==> src/rtl/coherence_bus_arbiter_pkg.sv <==
// Shared constants for the coherence data bus: word width, idle pattern,
// directory port index and the arbiter state encodings.
package coherence_bus_arbiter_pkg;

    localparam int CDB_WIDTH = 22;
    localparam logic [CDB_WIDTH-1:0] CDB_IDLE = {CDB_WIDTH{1'b1}};
    localparam int DIR_PORT = 0;

    typedef enum logic [1:0] {
        IDLE       = 2'd0,
        GRANT      = 2'd1,
        WAIT_REPLY = 2'd2
    } arb_state_e;

endpackage

==> src/rtl/coherence_bus_arbiter_rr_picker.sv <==
// Combinational round-robin selector: returns the first eligible port at or
// after rr_ptr (wrapping), as both a one-hot vector and an index.
module rr_picker #(
    parameter int N_REQ = 4,
    parameter int IDX_W = $clog2(N_REQ)
) (
    input  logic [N_REQ-1:0] eligible,
    input  logic [IDX_W-1:0] rr_ptr,
    output logic [N_REQ-1:0] pick_onehot,
    output logic [IDX_W-1:0] pick_idx
);

    logic             found;
    logic [IDX_W-1:0] cand;

    // Walk the ports in priority order starting at rr_ptr; first hit wins.
    always_comb begin
        pick_onehot = '0;
        pick_idx    = '0;
        found       = 1'b0;
        cand        = '0;
        for (int k = 0; k < N_REQ; k++) begin
            cand = IDX_W'((int'(rr_ptr) + k) % N_REQ);
            if (!found && eligible[cand]) begin
                pick_onehot[cand] = 1'b1;
                pick_idx          = cand;
                found             = 1'b1;
            end
        end
    end

endmodule

==> src/rtl/coherence_bus_arbiter.sv <==
// Coherence bus arbiter: grants one word per GRANT cycle onto cdb, keeps the
// bus closed to processors while a transaction waits for the directory reply,
// and aborts that wait after TIMEOUT silent cycles.
// Handshake: a port's request is live while req_valid is high and its word is
// not the idle pattern; grant is a one-cycle pulse in the cycle the word is on
// cdb, and the requester drops req_valid or advances its word the cycle after.
module coherence_bus_arbiter
    import coherence_bus_arbiter_pkg::*;
#(
    parameter int N_REQ   = 4,
    parameter int WIDTH   = CDB_WIDTH,
    parameter int TIMEOUT = 15
) (
    input  logic                       clock,
    input  logic                       reset,
    input  logic [N_REQ-1:0]           req_valid,
    input  logic [N_REQ*WIDTH-1:0]     req_msg,
    input  logic [N_REQ-1:0]           req_wait_reply,
    output logic [N_REQ-1:0]           grant,
    output logic [WIDTH-1:0]           cdb,
    output logic [$clog2(N_REQ)-1:0]   cdb_owner,
    output logic                       busy,
    output logic                       abort,
    output logic [1:0]                 dbg_state
);

    localparam int IDX_W = $clog2(N_REQ);
    localparam int CNT_W = $clog2(TIMEOUT + 1);
    localparam logic [WIDTH-1:0] IDLE_WORD = {WIDTH{1'b1}};
    localparam logic [IDX_W-1:0] DIR_IDX   = IDX_W'(DIR_PORT);
    localparam logic [IDX_W-1:0] LAST_IDX  = IDX_W'(N_REQ - 1);
    localparam logic [CNT_W-1:0] TIMEOUT_C = CNT_W'(TIMEOUT);
    localparam logic [N_REQ-1:0] DIR_MASK  = N_REQ'(1) << DIR_PORT;

    arb_state_e       state, state_n;
    logic [WIDTH-1:0] word_q, word_n;
    logic [IDX_W-1:0] idx_q, idx_n;
    logic             wr_q, wr_n;
    logic [IDX_W-1:0] rr_ptr, rr_n;
    logic [CNT_W-1:0] cnt, cnt_n;
    logic             abort_q, abort_n;

    logic [N_REQ-1:0] eligible_raw, eligible;
    logic [N_REQ-1:0] pick_onehot;
    logic [IDX_W-1:0] pick_idx;
    logic [WIDTH-1:0] pick_msg;
    logic             pick_wr;

    // Eligibility: valid and not the idle word; only the directory may win
    // while a transaction is waiting for its reply.
    always_comb begin
        eligible_raw = '0;
        for (int i = 0; i < N_REQ; i++) begin
            eligible_raw[i] = req_valid[i] && (req_msg[i*WIDTH +: WIDTH] != IDLE_WORD);
        end
        eligible = (state == WAIT_REPLY) ? (eligible_raw & DIR_MASK) : eligible_raw;
    end

    rr_picker #(.N_REQ(N_REQ), .IDX_W(IDX_W)) u_picker (
        .eligible    (eligible),
        .rr_ptr      (rr_ptr),
        .pick_onehot (pick_onehot),
        .pick_idx    (pick_idx)
    );

    // Mux out the winning port's word and wait-reply flag.
    always_comb begin
        pick_msg = IDLE_WORD;
        pick_wr  = 1'b0;
        for (int i = 0; i < N_REQ; i++) begin
            if (pick_onehot[i]) begin
                pick_msg = req_msg[i*WIDTH +: WIDTH];
                pick_wr  = req_wait_reply[i];
            end
        end
    end

    // Next-state logic for the arbiter FSM and its datapath registers.
    always_comb begin
        state_n = state;
        word_n  = word_q;
        idx_n   = idx_q;
        wr_n    = wr_q;
        rr_n    = rr_ptr;
        cnt_n   = cnt;
        abort_n = 1'b0;
        case (state)
            IDLE: begin
                if (|pick_onehot) begin
                    word_n  = pick_msg;
                    idx_n   = pick_idx;
                    wr_n    = pick_wr;
                    state_n = GRANT;
                end
            end
            GRANT: begin
                rr_n = (idx_q == LAST_IDX) ? '0 : idx_q + IDX_W'(1);
                // The directory never opens a transaction of its own.
                if (wr_q && (idx_q != DIR_IDX)) begin
                    state_n = WAIT_REPLY;
                    cnt_n   = '0;
                end else begin
                    state_n = IDLE;
                end
            end
            WAIT_REPLY: begin
                if (|pick_onehot) begin
                    word_n  = pick_msg;
                    idx_n   = pick_idx;
                    wr_n    = pick_wr;
                    state_n = GRANT;
                end else begin
                    cnt_n = cnt + CNT_W'(1);
                    if (cnt_n == TIMEOUT_C) begin
                        abort_n = 1'b1;
                        state_n = IDLE;
                    end
                end
            end
            default: state_n = IDLE;
        endcase
    end

    // State and datapath registers with synchronous reset.
    always_ff @(posedge clock) begin
        if (reset) begin
            state   <= IDLE;
            word_q  <= IDLE_WORD;
            idx_q   <= '0;
            wr_q    <= 1'b0;
            rr_ptr  <= '0;
            cnt     <= '0;
            abort_q <= 1'b0;
        end else begin
            state   <= state_n;
            word_q  <= word_n;
            idx_q   <= idx_n;
            wr_q    <= wr_n;
            rr_ptr  <= rr_n;
            cnt     <= cnt_n;
            abort_q <= abort_n;
        end
    end

    // Bus outputs are pure functions of the registered state.
    always_comb begin
        cdb       = (state == GRANT) ? word_q : IDLE_WORD;
        grant     = (state == GRANT) ? (N_REQ'(1) << idx_q) : '0;
        busy      = (state == GRANT) || (state == WAIT_REPLY);
        abort     = abort_q;
        cdb_owner = idx_q;
        dbg_state = state;
    end

endmodule
==> config.mk <==
export PLATFORM = sky130hd
export DESIGN_NAME = coherence_bus_arbiter
export DESIGN_NICKNAME = d
export VERILOG_FILES = /design/src/rtl/coherence_bus_arbiter_pkg.sv /design/src/rtl/coherence_bus_arbiter_rr_picker.sv /design/src/rtl/coherence_bus_arbiter.sv
export SDC_FILE = /design/constraint.sdc
export NUM_CORES = 1
export LEC_CHECK = 0
export ABC_AREA = 1
export CORE_MARGIN = 5
export CORE_UTILIZATION = 49
export CTS_BUF_LIST = sky130_fd_sc_hd__clkbuf_4
export DETAILED_ROUTE_END_ITERATION = 12
export HOLD_SLACK_MARGIN = 0.03
export PLACE_DENSITY = 0.91
export SLEW_MARGIN = 25
export SYNTH_ARGS = -nofsm -noshare
export SYNTH_HDL_FRONTEND = slang
export SYNTH_HIERARCHICAL = 1
export SYNTH_SLANG_ARGS = --single-unit
==> constraint.sdc <==
create_clock -name clock -period 7.9 [get_ports clock]
set_input_delay 1.58 -clock clock [delete_from_list [all_inputs] [get_ports clock]]
set_output_delay 1.58 -clock clock [all_outputs]
set_load 0.01 [all_outputs]
**After elaboration in Yosys (flattened, before gate mapping)**

Index checks and enable logic that the tools add are counted.
W data, S select, Z words.

- Register bits after elaboration: 34
- Input port bits: 98

- Add/sub/neg operators: 5
- $lt $le $gt $ge: 8
- Equal/unequal tests: 12
- Shift operators: 1
- Mux-type cells: 48
- Bitwise logic cells: 4
- Reduce and logical (&&, ||, !) cells: 25

Operators by type and width:

| kind | count |
|---|---|
| $mux W22 | 5 |
| $ne A22 B22 Y1 const B | 4 |
| $mux W4 | 8 |
| $mux W2 | 9 |
| $mux W1 | 16 |
| $logic_and A1 B1 Y1 | 12 |
| $lt A2 B3 Y1 const B | 4 |
| $or A4 B4 Y4 | 3 |
| $bmux W1 S2 | 4 |
| $demux W1 S2 | 4 |
| $ge A2 B1 Y1 const B | 4 |
| $pmux W4 S2 | 1 |
| $ne A2 B2 Y1 const B | 3 |
| $pmux W2 S3 | 1 |
| $reduce_or A6 Y1 | 1 |
| $add A2 B1 Y2 const B | 2 |
| $add A2 B2 Y2 const B | 2 |
| $add A4 B1 Y4 const B | 1 |
| $eq A2 B2 Y1 const B | 2 |
| $eq A4 B4 Y1 const B | 1 |
| $reduce_and A2 Y1 | 2 |
| $reduce_bool A2 Y1 | 2 |
| $reduce_or A4 Y1 | 1 |
| $shl A1 B2 Y4 const A | 1 |
| other kinds (8) | 10 |

**Logic depth before layout (Yosys ltp)**

- Depth in word-level cells: 19
- Mapped depth: 22
- Gate-level depth less buffers: 21

**Cells and area by module**

Netlist, hierarchy kept.

By module, submodules not included:

| module | instances | cells an instance | area an instance (µm²) | seq. area each (µm²) |
|---|---|---|---|---|
| coherence_bus_arbiter | 1 | 459 | 2783.9 | 680.7 |
| rr_picker | 1 | 82 | 515.5 | 0.0 |

**Worst setup path before layout**

Ideal clock, no wire load.

- Kind: in2reg
- Start point: input port req_msg[7]
- End point: register word_q[10]
- Library setup time: 0.134 ns
- Arrival: 3.524 ns
- Slack: 4.242 ns
- Stages: 19
- Buffers on the path: 2
- Path through: inv_1 nor3_1 nand2_1 nor3_1 a21boi_0 nand2_4 nand2_4 nand2_8 nand2_8 nor2_8 nand3_1 nand3_1 buf_6 clkbuf_1 a21oi_1 o31ai_1 nand3_1 nand2_1 nand3_1

- Elaborated cells between the ends (all ways): 33

RTL lines:

| what | RTL line | RTL |
|---|---|---|
| start, declared | coherence_bus_arbiter.sv:17 | `input logic [N_REQ*WIDTH-1:0] req_msg,` |
| $ne A22 B22 Y1 * | coherence_bus_arbiter.sv:54 | `eligible_raw[i] = req_valid[i] && (req_msg[i*WIDTH +: WIDTH] != IDLE_WORD);` |
| $logic_and A1 B1 Y1 * | coherence_bus_arbiter.sv:54 |  |
| $mux W4 * | coherence_bus_arbiter.sv:56 | `eligible = (state == WAIT_REPLY) ? (eligible_raw & DIR_MASK) : eligible_raw;` |
| named net eligible[0] | coherence_bus_arbiter.sv:43 | `logic [N_REQ-1:0] eligible_raw, eligible;` |
| $bmux W1 S2 | coherence_bus_arbiter_rr_picker.sv:24 | `if (!found && eligible[cand]) begin` |
| $mux W1 (not written as such) | coherence_bus_arbiter_rr_picker.sv:24 |  |
| $mux W1 | coherence_bus_arbiter_rr_picker.sv:24 |  |
| $logic_not A1 Y1 | coherence_bus_arbiter_rr_picker.sv:24 |  |
| (+2 left out) | n/a |  |
| $logic_not A1 Y1 | coherence_bus_arbiter_rr_picker.sv:24 |  |
| $logic_and A1 B1 Y1 | coherence_bus_arbiter_rr_picker.sv:24 |  |
| $mux W1 | coherence_bus_arbiter_rr_picker.sv:24 |  |
| $logic_not A1 Y1 | coherence_bus_arbiter_rr_picker.sv:24 |  |
| $logic_and A1 B1 Y1 | coherence_bus_arbiter_rr_picker.sv:24 |  |
| $mux W4 * | coherence_bus_arbiter_rr_picker.sv:24 |  |
| named net pick_onehot[1] | coherence_bus_arbiter.sv:44 | `logic [N_REQ-1:0] pick_onehot;` |
| $mux W22 (3 in series) | coherence_bus_arbiter.sv:71 | `if (pick_onehot[i]) begin` |
| end signal, assigned | coherence_bus_arbiter.sv:136 | `word_q <= word_n;` |
| end, declared | coherence_bus_arbiter.sv:36 | `logic [WIDTH-1:0] word_q, word_n;` |

Mark *: on every way through the listed nets, which the timed path passes. The rest lies on a longest branch. The select of a mux whose other input is x is not followed.
A chain may end at the register's enable or synchronous reset.

**Worst setup path after layout**

- Start point: input port req_msg[78]
- End point: register word_q[18]

The elaborated chain is that of the path after synthesis.

==> flow_results.xml <==
<?xml version="1.0" encoding="UTF-8"?>
<metrics>
  <group name="timing">
    <metric name="slew_viol_final" unit="">0</metric>
    <metric name="layout_worst_path_cycle_share" unit="">0.668</metric>
    <metric name="grt_setup_unrepaired" unit="">no</metric>
    <metric name="fmax" unit="GHz">0.190</metric>
    <metric name="worstMarginPinSlew" unit="ns">1.00</metric>
    <metric name="hold_viol_final" unit="">0</metric>
    <metric name="max_slew_margin" unit="">0.331</metric>
    <metric name="fin_skew" unit="ns">0.00781</metric>
    <metric name="timing.final.crit_period" unit="ns">5.28</metric>
    <metric name="setup-violations-final" unit="">0</metric>
    <metric name="setup_tns_after_final_layout" unit="ns">0</metric>
  </group>
  <group name="clock_tree">
    <metric name="num_cts_buffers" unit="">5</metric>
    <metric name="cts_tree" unit="">yes</metric>
    <metric name="cts_hold_buffers" unit="">0</metric>
    <metric name="worst_setup_hold_path_clk_slew" unit="ns">0.10</metric>
    <metric name="cts.repair_timing.setup_buffer_count" unit="">0</metric>
    <metric name="cts.path.max_buffers" unit="">2</metric>
    <metric name="clkSinkCount" unit="">34</metric>
    <metric name="htree_num_levels" unit="">2</metric>
    <metric name="cts_root_buffer" unit="">sky130_fd_sc_hd__clkbuf_4</metric>
    <metric name="worst_skew_pair.late_latency" unit="ns">0.34</metric>
    <metric name="cts_resized" unit="">0</metric>
  </group>
  <group name="worst_setup_path">
    <metric name="crit_path_cell_trace" unit="">clkdlybuf4s50_1 -&gt; nand2_1 -&gt; nor3_1 -&gt; nand2_1 -&gt; nor3_1 -&gt; a21oi_1 -&gt; inv_1 -&gt; nand2_1 -&gt; nand3_4 -&gt; a21boi_0 -&gt; a21oi_1 -&gt; nand3_1 -&gt; nor2_1 -&gt; nand2_1 -&gt; nand2_1 -&gt; o21ai_0 -&gt; o21ai_0 -&gt; nand3_1</metric>
    <metric name="arrival" unit="ns">5.49</metric>
    <metric name="timing.critical_path.mode_cell" unit="">sky130_fd_sc_hd__nand2_1</metric>
    <metric name="cp_slowest_stage_delay" unit="ns">0.81</metric>
    <metric name="crit_path_max_fanout" unit="">25</metric>
    <metric name="r2r.worst_path.cells" unit="">18</metric>
    <metric name="crit_path_to" unit="">word_q[18]</metric>
    <metric name="startpoint" unit="">req_msg[78]</metric>
    <metric name="required" unit="ns">8.11</metric>
    <metric name="kind_of_end_point_of_the_critical_path" unit="">flop</metric>
    <metric name="regToRegSetupSlack" unit="ns">3.73</metric>
    <metric name="cp_slowest_cell" unit="">sky130_fd_sc_hd__nor2_1</metric>
    <metric name="critical_path.reg2reg.startpoint" unit="">dbg_state[0]</metric>
    <metric name="timing.rr.end" unit="">word_q[18]</metric>
    <metric name="worstSetupPathType" unit="">input pin to flop</metric>
    <metric name="startpoint_type" unit="">input pin</metric>
  </group>
  <group name="place">
    <metric name="hpwlAfterDp" unit="mm">9.44</metric>
    <metric name="routabilityCongestion" unit="">0.971</metric>
    <metric name="portBuffers" unit="">129</metric>
    <metric name="place_area" unit="um^2">4570</metric>
  </group>
  <group name="global_route">
    <metric name="overflow" unit="">0</metric>
    <metric name="first_pass_grt_wire_length" unit="mm">18.9</metric>
    <metric name="antenna_found_initial" unit="">0</metric>
    <metric name="grt_util_all_layers" unit="">0.277</metric>
    <metric name="first_global_vias" unit="">3868</metric>
    <metric name="maximum_number_of_pins_on_one_net_before_global_route_repair" unit="">38</metric>
  </group>
  <group name="layout">
    <metric name="final_nets" unit="">765</metric>
    <metric name="commonest_non_fill_non_tap_cells_in_the_layout" unit="">sky130_fd_sc_hd__nand2_1, sky130_fd_sc_hd__clkdlybuf4s50_1, sky130_fd_sc_hd__nand3_1</metric>
    <metric name="ff_latch_area" unit="um^2">681</metric>
    <metric name="antenna-diode-count" unit="">0</metric>
    <metric name="filler_cell_count" unit="">566</metric>
    <metric name="final_common_cell" unit="">sky130_fd_sc_hd__nand2_1</metric>
    <metric name="layout-drive-gt1-share" unit="">0.0842</metric>
    <metric name="final_design_area_no_fill" unit="um^2">4650</metric>
    <metric name="syn_to_final_growth" unit="%">41.0</metric>
    <metric name="multi_input_area" unit="um^2">2200</metric>
  </group>
  <group name="power_and_ir_drop">
    <metric name="irDropWorstVdd" unit="mV">0.307</metric>
    <metric name="leakage" unit="nW">2.08</metric>
    <metric name="power.density" unit="nW/um^2">408</metric>
  </group>
  <group name="floorplan">
    <metric name="die_y" unit="um">92.1</metric>
    <metric name="ioPinCount" unit="">130</metric>
    <metric name="core_region_area" unit="um^2">6680</metric>
    <metric name="core.rowCount" unit="">30</metric>
    <metric name="start_util" unit="">0.494</metric>
    <metric name="floorplan.die_area" unit="um^2">8470</metric>
    <metric name="fp.dieW" unit="um">92.1</metric>
  </group>
  <group name="drt">
    <metric name="detail_route.wl_per_cell" unit="um">16.4</metric>
    <metric name="vias" unit="">4063</metric>
    <metric name="antenna_left" unit="">0</metric>
    <metric name="dr.pass1.iters" unit="">5</metric>
    <metric name="remaining_drc_errors" unit="">0</metric>
    <metric name="detail_route.vias_per_cell" unit="">5.54</metric>
    <metric name="drt_iter0_drc" unit="">343</metric>
    <metric name="route.final.wire_length" unit="mm">12.0</metric>
  </group>
  <group name="yosys">
    <metric name="post_synth_instance_area" unit="um^2">3300</metric>
    <metric name="synth_area_per_cell" unit="um^2">6.10</metric>
    <metric name="synth-seq-area-share" unit="">0.206</metric>
    <metric name="post_synth_inst_count" unit="">541</metric>
    <metric name="synth_warnings" unit="">6</metric>
    <metric name="register_bit_total_from_synthesis" unit="">34</metric>
    <metric name="post_synth_net_total" unit="">654</metric>
    <metric name="synth_cell_types" unit="">35</metric>
  </group>
  <group name="status">
    <metric name="outcome" unit="">completed</metric>
  </group>
  <group name="worst_hold_path">
    <metric name="hold_path.class" unit="">flop to flop</metric>
    <metric name="worst_hold_launch" unit="">word_q[17]</metric>
  </group>
  <group name="run">
    <metric name="max_cap_viol_count" unit="">0</metric>
  </group>
</metrics>
## metrics by stage
| step | hold WS, ns | power, mW | setup slack (ns) | utilization | cells |
|---|---|---|---|---|---|
| 2_1_floorplan | 0.434 | 1.39 | 4.24 | - | 541 |
| 3_3_place_gp | 0.446 | 1.69 | 2.39 | 0.680 | 724 |
| 3_5_place_dp | 0.451 | 1.74 | 2.36 | 0.684 | 725 |
| 4_1_cts | 0.476 | 1.88 | 2.70 | 0.696 | 733 |
| 5_1_grt | 0.495 | 2.08 | 2.22 | 0.696 | 733 |
| 6_report | 0.480 | 1.90 | 2.62 | 0.696 | 733 |
## cell type report
| class | instances | share of cell area |
|---|---|---|
| sequential | 34 | 0.146 |
| tap | 80 | 0.0215 |
| multi-input combinational | 415 | 0.473 |
| timing repair buffer | 131 | 0.285 |
| clock buffer | 7 | 0.0113 |
| inverter | 65 | 0.0565 |
| clock inverter | 1 | 0.00645 |
## cell families (layout without fill, tap and decap cells)
family / count (synthesis) / in the layout / synth area share
AOI/OAI and AO/OA: 73 / 73 / 0.137
and+or+nand+nor: 327 / 327 / 0.473
adders and majority gates: 15 / 15 / 0.0569
buffers and inverters: 92 / 204 / 0.127
DFF: 34 / 34 / 0.206
## cell usage after synthesis
cell / count / area share
sky130_fd_sc_hd__nand2_1: 134 / 0.15
sky130_fd_sc_hd__nand3_1: 67 / 0.10
sky130_fd_sc_hd__inv_1: 59 / 0.067
sky130_fd_sc_hd__nor2_1: 53 / 0.060
sky130_fd_sc_hd__dfxtp_1: 34 / 0.21
sky130_fd_sc_hd__a21oi_1: 33 / 0.050
sky130_fd_sc_hd__or2_2: 22 / 0.042
sky130_fd_sc_hd__nor3_1: 20 / 0.030
sky130_fd_sc_hd__ha_1: 15 / 0.057
sky130_fd_sc_hd__nand4_1: 15 / 0.028
sky130_fd_sc_hd__buf_2: 13 / 0.020
sky130_fd_sc_hd__o211ai_1: 11 / 0.025
sky130_fd_sc_hd__o21ai_0: 10 / 0.015
sky130_fd_sc_hd__clkbuf_1: 8 / 0.0091
sky130_fd_sc_hd__o31ai_1: 7 / 0.016
sky130_fd_sc_hd__a21boi_0: 5 / 0.011
sky130_fd_sc_hd__buf_6: 4 / 0.014
sky130_fd_sc_hd__inv_2: 3 / 0.0034
sky130_fd_sc_hd__nand2_2: 3 / 0.0057
sky130_fd_sc_hd__nand2_4: 3 / 0.010
sky130_fd_sc_hd__o21ai_1: 3 / 0.0045
sky130_fd_sc_hd__a211oi_2: 2 / 0.0076
sky130_fd_sc_hd__buf_4: 2 / 0.0045
sky130_fd_sc_hd__nand2_8: 2 / 0.012
sky130_fd_sc_hd__nor2_4: 2 / 0.0068
sky130_fd_sc_hd__nor2_8: 2 / 0.012
sky130_fd_sc_hd__bufinv_8: 1 / 0.0053
sky130_fd_sc_hd__clkinv_1: 1 / 0.0011
sky130_fd_sc_hd__inv_6: 1 / 0.0027
sky130_fd_sc_hd__nand3_4: 1 / 0.0053
sky130_fd_sc_hd__nor2_2: 1 / 0.0019
sky130_fd_sc_hd__nor4_1: 1 / 0.0019
sky130_fd_sc_hd__o21ai_2: 1 / 0.0027
sky130_fd_sc_hd__o21ai_4: 1 / 0.0049
sky130_fd_sc_hd__or2_0: 1 / 0.0019
## worst max-delay path: cells and delay by family
family          cells  cell delay, ns
compound gates      5            0.64
simple gates       11            2.64
buf+inv             2            0.61
## sequential cells by signal, indices dropped and copies added (netlist names)
signal	count
cnt	4
abort	1
cdb_owner	2
wr_q	1
word_q	22
rr_ptr	2
dbg_state	2
## report_power, final
group,internal (mW),switching (mW),total (mW)
Clock,0.0740,0.0584,0.132
Sequential,0.230,0.0420,0.272
Combinational,0.551,0.941,1.49
## layer usage
layer	GRT usage	vias up	wire (um)
met5	0	-	0
met4	0.0569	0	227
met3	0.0697	23	1120
met2	0.473	187	5680
met1	0.354	1867	5010
li1	-	1986	-
## how the worst min path moves through the flow
stage	end	slack, ns	cells after the start
6_report	word_q[17]	0.48	2
5_1_grt	word_q[17]	0.50	2
4_1_cts	word_q[7]	0.48	2
3_5_place_dp	word_q[7]	0.45	2
3_3_place_gp	word_q[14]	0.45	2
2_1_floorplan	word_q[7]	0.43	2
Note: power is estimated with default switching activity, not from simulation.
